===== config.mk =====
export PLATFORM = sky130hd
export DESIGN_NAME = divergence_roll_ctrl
export DESIGN_NICKNAME = d
export VERILOG_FILES = /design/src/rtl/divergence_roll_ctrl.sv
export SDC_FILE = /design/constraint.sdc
export NUM_CORES = 1
export LEC_CHECK = 0
export CAP_MARGIN = 15
export CORE_MARGIN = 1
export CORE_UTILIZATION = 24
export DETAILED_ROUTE_END_ITERATION = 6
export PLACE_DENSITY_LB_ADDON = 0.05
export REMOVE_ABC_BUFFERS = 1
export SYNTH_ARGS = -nofsm -noshare
export SYNTH_HDL_FRONTEND = slang
export SYNTH_SLANG_ARGS = --single-unit

===== constraint.sdc =====
create_clock -name clk -period 2.35 [get_ports clk]
set_input_delay 0.235 -clock clk [delete_from_list [all_inputs] [get_ports clk]]
set_output_delay 0.235 -clock clk [all_outputs]
set_load 0.005 [all_outputs]

===== src/rtl/divergence_roll_ctrl.sv =====
// Divergence meter roll sequencer: scrambles eight BCD digits,
// then locks them to a latched target one at a time, MSD first.
module divergence_roll_ctrl #(
  parameter int SCRAMBLE_DIV = 2_500_000,
  parameter int LOCK_STEPS   = 20,
  parameter int LOCK_GAP     = 6
) (
  input  logic        clk,
  input  logic        rst,
  input  logic        start,
  input  logic [31:0] rnd,
  output logic [31:0] disp_data,
  output logic [7:0]  locked,
  output logic        busy,
  output logic        done
);

  localparam int T  = LOCK_STEPS + 7 * LOCK_GAP;
  localparam int TW = $clog2(T + 1);
  localparam int CW = $clog2(SCRAMBLE_DIV);

  typedef enum logic [1:0] {
    IDLE,
    SCRAMBLE,
    LOCKING
  } state_t;

  state_t state, state_d;

  logic [CW-1:0] cnt, cnt_d;
  logic [TW-1:0] idx, idx_d, nidx;
  logic [31:0]   tgt, tgt_d;
  logic [31:0]   disp_d, rnd_dig;
  logic [7:0]    locked_d;
  logic          busy_d, done_d;
  logic          tick;

  function automatic logic [3:0] red(input logic [3:0] n);
    return (n >= 4'd10) ? n - 4'd10 : n;
  endfunction

  // MSD only ever shows 0 or 1
  function automatic logic [31:0] digits(input logic [31:0] w);
    logic [31:0] d;
    d = '0;
    for (int k = 0; k < 7; k++) begin
      d[4*k +: 4] = red(w[4*k +: 4]);
    end
    d[31:28] = {3'b0, w[28]};
    return d;
  endfunction

  assign rnd_dig = digits(rnd);
  assign tick    = (cnt == CW'(SCRAMBLE_DIV - 1));
  assign nidx    = idx + TW'(1);

  always_comb begin
    state_d  = state;
    cnt_d    = cnt;
    idx_d    = idx;
    tgt_d    = tgt;
    disp_d   = disp_data;
    locked_d = locked;
    busy_d   = busy;
    done_d   = 1'b0;
    unique case (state)
      IDLE: begin
        if (start) begin
          tgt_d    = rnd_dig;
          locked_d = '0;
          cnt_d    = '0;
          idx_d    = '0;
          busy_d   = 1'b1;
          state_d  = SCRAMBLE;
        end
      end
      SCRAMBLE, LOCKING: begin
        if (!tick) begin
          cnt_d = cnt + CW'(1);
        end else begin
          cnt_d = '0;
          idx_d = nidx;
          for (int k = 0; k < 8; k++) begin
            if (!locked[k]) begin
              if (int'(nidx) == LOCK_STEPS + (7 - k) * LOCK_GAP) begin
                disp_d[4*k +: 4] = tgt[4*k +: 4];
                locked_d[k]      = 1'b1;
              end else begin
                disp_d[4*k +: 4] = rnd_dig[4*k +: 4];
              end
            end
          end
          if (locked_d[7]) state_d = LOCKING;
          if (locked_d[0]) begin
            state_d = IDLE;
            busy_d  = 1'b0;
            done_d  = 1'b1;
          end
        end
      end
      default: state_d = IDLE;
    endcase
  end

  always_ff @(posedge clk) begin
    if (rst) begin
      state     <= IDLE;
      cnt       <= '0;
      idx       <= '0;
      tgt       <= '0;
      disp_data <= '0;
      locked    <= '0;
      busy      <= 1'b0;
      done      <= 1'b0;
    end else begin
      state     <= state_d;
      cnt       <= cnt_d;
      idx       <= idx_d;
      tgt       <= tgt_d;
      disp_data <= disp_d;
      locked    <= locked_d;
      busy      <= busy_d;
      done      <= done_d;
    end
  end

endmodule


# == Word-level counts from Yosys, hierarchy flattened ==
# Index checks and enable logic that the tools add are counted.
# totals
out_inout_bits,42
wordCells,127
inputBits,35
regBits,101
# op_classes
n_eq_ne,15
add_sub_neg,9
muxes,54
reduce_logical,17
n_lt_le_gt_ge,7
bitwise_logic,10
# ops
cell,n
two-way mux 4 bit,14
two-way mux 22 bit,2
one-hot mux 22 bit (2 select lines),1
"equality test 6 bit, second input constant",5
AND reduction 3 bit,10
"greater-or-equal comparator 4 bit, second input constant",7
"subtractor 4 bit, second input constant",7
two-way mux 1 bit,25
"adder 22 x 1 -> 22 bit, second input constant",1
"equality test 22 bit, second input constant",1
two-way mux 8 bit,2
one-hot mux 8 bit (2 select lines),1
two-way mux 6 bit,2
one-hot mux 6 bit (2 select lines),1
inverter 1 bit,10
two-way mux 2 bit,4
"adder 6 x 1 -> 6 bit, second input constant",1
"equality test 6 x 2 -> 1 bit, second input constant",1
"equality test 6 x 4 -> 1 bit, second input constant",1
"equality test 6 x 5 -> 1 bit, second input constant",1
"inequality test 2 bit, second input constant",3
one-hot mux 2 bit (2 select lines),1
AND reduction 2 bit,2
AND reduction 4 bit,1
other kinds (8),8

# == Depth between registers and ports, before layout ==
# depth
depth_word,10
depth_mapped,8
ltp_nobuf,8

# == Worst setup path after synthesis ==
# No wires, ideal clock.
# synth_path
path_type,flip-flop to flip-flop
startpoint,register idx[0]
endpoint,register disp_data[5]
setup_ns,0.070
t_required_ns,2.280
n_path_buf,1
synth_period_minus_slack_ns,2.029
arrival_ns,1.958
path_stages_with_launch,9
setup_slack_ns,0.321
path_cell_list,dfxtp_1 > ha_1 > buf_4 > and3b_4 > o221ai_4 > a211oi_4 > mux2i_1 > or3_1 > a21oi_1
# synth_between
elab_chain_cells,3
# synth_lines
element,line_no,text
from (decl),31,"logic [TW-1:0] idx, idx_d, nidx;"
from (signal assigned),118,idx <= idx_d;
adder 6 x 1 -> 6 bit,55,assign nidx = idx + TW'(1);
equality test 6 x 4 -> 1 bit,85,if (int'(nidx) == LOCK_STEPS + (7 - k) * LOCK_GAP) begin
two-way mux 4 bit,85,
to (signal assigned),120,disp_data <= disp_d;
to (decl),12,"output logic [31:0] disp_data,"
# Every way passes these cells.
# A chain may end at the register's enable or synchronous reset.

# == Worst setup path in the final report ==
# layout_path
startpoint,register idx[1]
endpoint,register state[0]
# layout_between
elab_chain_cells,9
elab_cells_between_ends,16
classes_between,1 x add/sub; 3 x eq/ne; 11 x mux; 1 x reduce/logical
# layout_lines
element,line_no,text
adder 6 x 1 -> 6 bit *,55,
equality test 6 x 2 -> 1 bit,85,
two-way mux 1 bit,85,
two-way mux 1 bit,84,if (!locked[k]) begin
two-way mux 1 bit,78,if (!tick) begin
two-way mux 1 bit,66,unique case (state)
two-way mux 2 bit,94,if (locked_d[0]) begin
two-way mux 2 bit,78,
one-hot mux 2 bit (2 select lines),66,
to (signal assigned),116,state <= state_d;
to (decl),28,"state_t state, state_d;"
# Mark *: on every way between the ends. The rest lies on a longest branch, timed or not. The select of a mux whose other input is x is not followed.

==> flow_metrics.tcl <==
set metrics [dict create \
    timing_worst_slew_pin_value_ns 0.8148 \
    grt_util_all_layers 0.1292 \
    post-place-ws_ns 0.1342 \
    cp.arrival_ns 2.44 \
    min_path_type "in2reg" \
    leakage_power_nw 2.204 \
    final_critical_path_setup_slack_ns 0.1781 \
    wl_microns 13190 \
    cts_tree "built" \
    h-tree-depth 3 \
    total_area_of_multi_input_combinational_cells_sq_um 2808 \
    ys_top_cells_by_area "sky130_fd_sc_hd__dfxtp_1 39%, sky130_fd_sc_hd__mux2i_1 6.4%, sky130_fd_sc_hd__nor2_1 6.0%, sky130_fd_sc_hd__a21oi_1 5.4%, sky130_fd_sc_hd__nand2_1 5.4%" \
    dr.pass1.iters 4 \
    power-per-cell-area_nw_per_um2 568.7 \
    hp-start "rnd[4]" \
    clock_latency_ns 0.35 \
    vdd_ir_drop_max_mv 0.3018 \
    cp_data_required_time_ns 2.62 \
    avgRoutedWirePerCell_microns 13.81 \
    outcome "finished clean" \
    cts_buffer_depth 2 \
    hold_viol_final 0 \
    antenna-diode-count 0 \
    end_kind "register" \
    wirelength_met1_microns 5953 \
    die_area_sq_um 21360 \
    slew-limit-headroom 0.4568 \
    vias 4316 \
    post-route-period-util 0.9242 \
    avgSynthCellArea_sq_um 8.408 \
    r2r_start "idx[1]" \
    worst_path_cell_trace "ha_1 -> buf_4 -> xor2_4 -> nand2_1 -> a211oi_2 -> or3_1 -> a31oi_1 -> a311oi_1" \
    drt_first_iter_violations 159 \
    syn-instance-count 593 \
    gp_congestion 0.7327 \
    met2WireLength_microns 6735 \
    yosysTopAreaCell "sky130_fd_sc_hd__dfxtp_1" \
    p_sw_mw 0.9434 \
    critical_path_peak_fanout 7 \
    grt_max_degree 41 \
    path_clk_slew_ns 0.07 \
    synth_ff_type "sky130_fd_sc_hd__dfxtp_1" \
    p_int_mw 2.728 \
    floorplan.rows 52 \
    post_route_skew_ns 0.008163 \
    post_synth_cell_types 63 \
    critical-path-slowest-cell "sky130_fd_sc_hd__dfxtp_1" \
    cell_chosen_for_the_clock_root "sky130_fd_sc_hd__clkbuf_16" \
    netSwitchingFraction 0.2570 \
    tritoncts.num_buffers 9 \
    synth-warning-count 0 \
    boundaryPins 77 \
    synth_edf_count 0 \
    drcViolationCount 0 \
    top_layer "met4" \
    synth-seq-cells 98 \
    fill_count 2178 \
    flow.area_growth_from_synthesis_pct 29.46 \
    min_period_ns 2.172 \
    synth_common_cells "98 x sky130_fd_sc_hd__dfxtp_1, 80 x sky130_fd_sc_hd__nor2_1, 72 x sky130_fd_sc_hd__nand2_1" \
    design.core.area_sq_um 20300 \
    buffer_ports.inserted 70 \
    wl_met3_microns 366 \
    layout.nets 728 \
    synthArstFlopShare 0 \
    setup_viol 0 \
    die_width_microns 146.1 \
    floorplan.initialDensity 0.2456 \
    cpPeakStageDelay_ns 0.44 \
    pwr-share-seq 0.472 \
    dp_hpwl_microns 9658 \
    clock_power_share 0.404 \
    path_buf_inv 1 \
    sequential_cell_area_in_the_final_layout_sq_um 1962 \
    highest_clock_rate_ghz 0.4604 \
    startpoint_type "register" \
    combinationalPowerShare 0.124 \
    antenna_violations_before_repair 0 \
    via_per_inst 4.519 \
    synth-seq-area-share 0.3935 \
    synthDominantCellAreaShare 0.3935 \
    timing.max_cap.violations 0 \
    cp-startpoint "idx[1]" \
    final.hold.worst_slack_ns 0.4507 \
    ant_nets 0 \
    floorplan.die.height_microns 146.1 \
    clock_sinks 98 \
    setup-tns-final_ns 0 \
    synth_most_common_cell "sky130_fd_sc_hd__dfxtp_1" \
    cell_family_with_most_cp_delay "compound AO/OA/AOI/OAI gates" \
    worst-setup-path-type "reg2reg" \
    proportion_of_layout_cells_with_a_drive_suffix_above_1 0.1182 \
    timing_max_transition_violations_final 0 \
    netlist_area_sq_um 4986 \
    grt_pass1_wl_microns 21740 \
    via_count_of_the_first_global_routing_pass 4362 \
    global_route.overflow_total 0 \
]
==> tightest hold or removal path, cell delays in order <==
cell and delay [ns]:
sky130_fd_sc_hd__clkdlybuf4s50_1 0.41, sky130_fd_sc_hd__nand2_1 0.06, sky130_fd_sc_hd__a21oi_1 0.05
==> power groups by stage <==
| stage | Combinational, mW | Clock, mW | Sequential (mW) |
|---|---|---|---|
| 2_1_floorplan | 0.230 | 0 | 1.76 |
| 3_3_place_gp | 0.458 | 0 | 1.77 |
| 3_5_place_dp | 0.464 | 0 | 1.77 |
| 4_1_cts | 0.466 | 1.54 | 1.73 |
| 5_1_grt | 0.511 | 1.62 | 1.74 |
| 6_report | 0.456 | 1.48 | 1.73 |
==> logic make-up after synthesis <==
family	synth area share
other cells	0.0007521
fa+ha+maj	0.03262
simple gates	0.2454
flops	0.3935
mux	0.07102
xor+xnor	0.04592
buf+inv	0.04693
compound gates	0.1639
==> stage by stage <==
step	cells	power (mW)	util	area, sq um
after CTS	955	3.739	0.3175	6445
after global routing	955	3.865	0.3180	6455
after floorplan	566	1.995	-	4838
final	955	3.671	0.3180	6455
after global placement	939	2.227	0.3033	6157
after detailed placement	939	2.235	0.3033	6157
==> placed cells by master, fill, tap and decap left out, types with 4 or more instances in the layout <==
master,count
sky130_fd_sc_hd__dfxtp_1,98
sky130_fd_sc_hd__a211oi_1,16
sky130_fd_sc_hd__xor2_1,13
sky130_fd_sc_hd__or3_1,4
sky130_fd_sc_hd__xnor2_1,10
sky130_fd_sc_hd__nand4_1,8
sky130_fd_sc_hd__nor2_1,80
sky130_fd_sc_hd__a21oi_1,54
sky130_fd_sc_hd__mux2i_1,32
sky130_fd_sc_hd__clkbuf_16,9
sky130_fd_sc_hd__o21ai_0,26
sky130_fd_sc_hd__ha_1,13
sky130_fd_sc_hd__nand2b_1,6
sky130_fd_sc_hd__nand3_1,19
sky130_fd_sc_hd__inv_1,21
sky130_fd_sc_hd__o21a_1,8
sky130_fd_sc_hd__nor2_4,4
sky130_fd_sc_hd__nor3_1,14
sky130_fd_sc_hd__nand2_1,72
sky130_fd_sc_hd__clkdlybuf4s50_1,69
sky130_fd_sc_hd__buf_4,30
sky130_fd_sc_hd__and3_1,5
==> area by class of cell <==
type,count,area share
inverters,21,0.01221
well taps,270,0.05234
repair buffers,103,0.1520
multi-input cells,447,0.4350
flip-flops and latches,98,0.3039
clock inverters,5,0.008529
clock buffers,11,0.03605
==> routing by layer <==
layer,vias up,GRT usage
li1,2227,-
met1,2030,0.1522
met2,49,0.2300
met3,10,0.02938
met4,0,0.04219
met5,-,0
==> registers in the layout, summed over array words and instances (netlist names) <==
signal,count
state,2
cnt,22
busy,1
idx,6
locked,8
tgt,29
disp_data,29
done,1
==> worst paths after layout <==
path / slack, ns / to / cells past startpoint
setup / recovery: 0.18 / state[0] / 8
hold / removal: 0.45 / tgt[4] / 3
setup reg to reg: 0.18 / state[0] / 8
hold reg to reg: 0.46 / tgt[26] / 2
==> what timing repair did <==
action | 4_1_cts | 5_1_grt
resized for setup | 0 | 2
buffers inserted | 0 | 0
setup endpoints to repair | 0 | 10
hold buffers | 0 | 0
No activity file was read; power rests on OpenSTA's default activity.
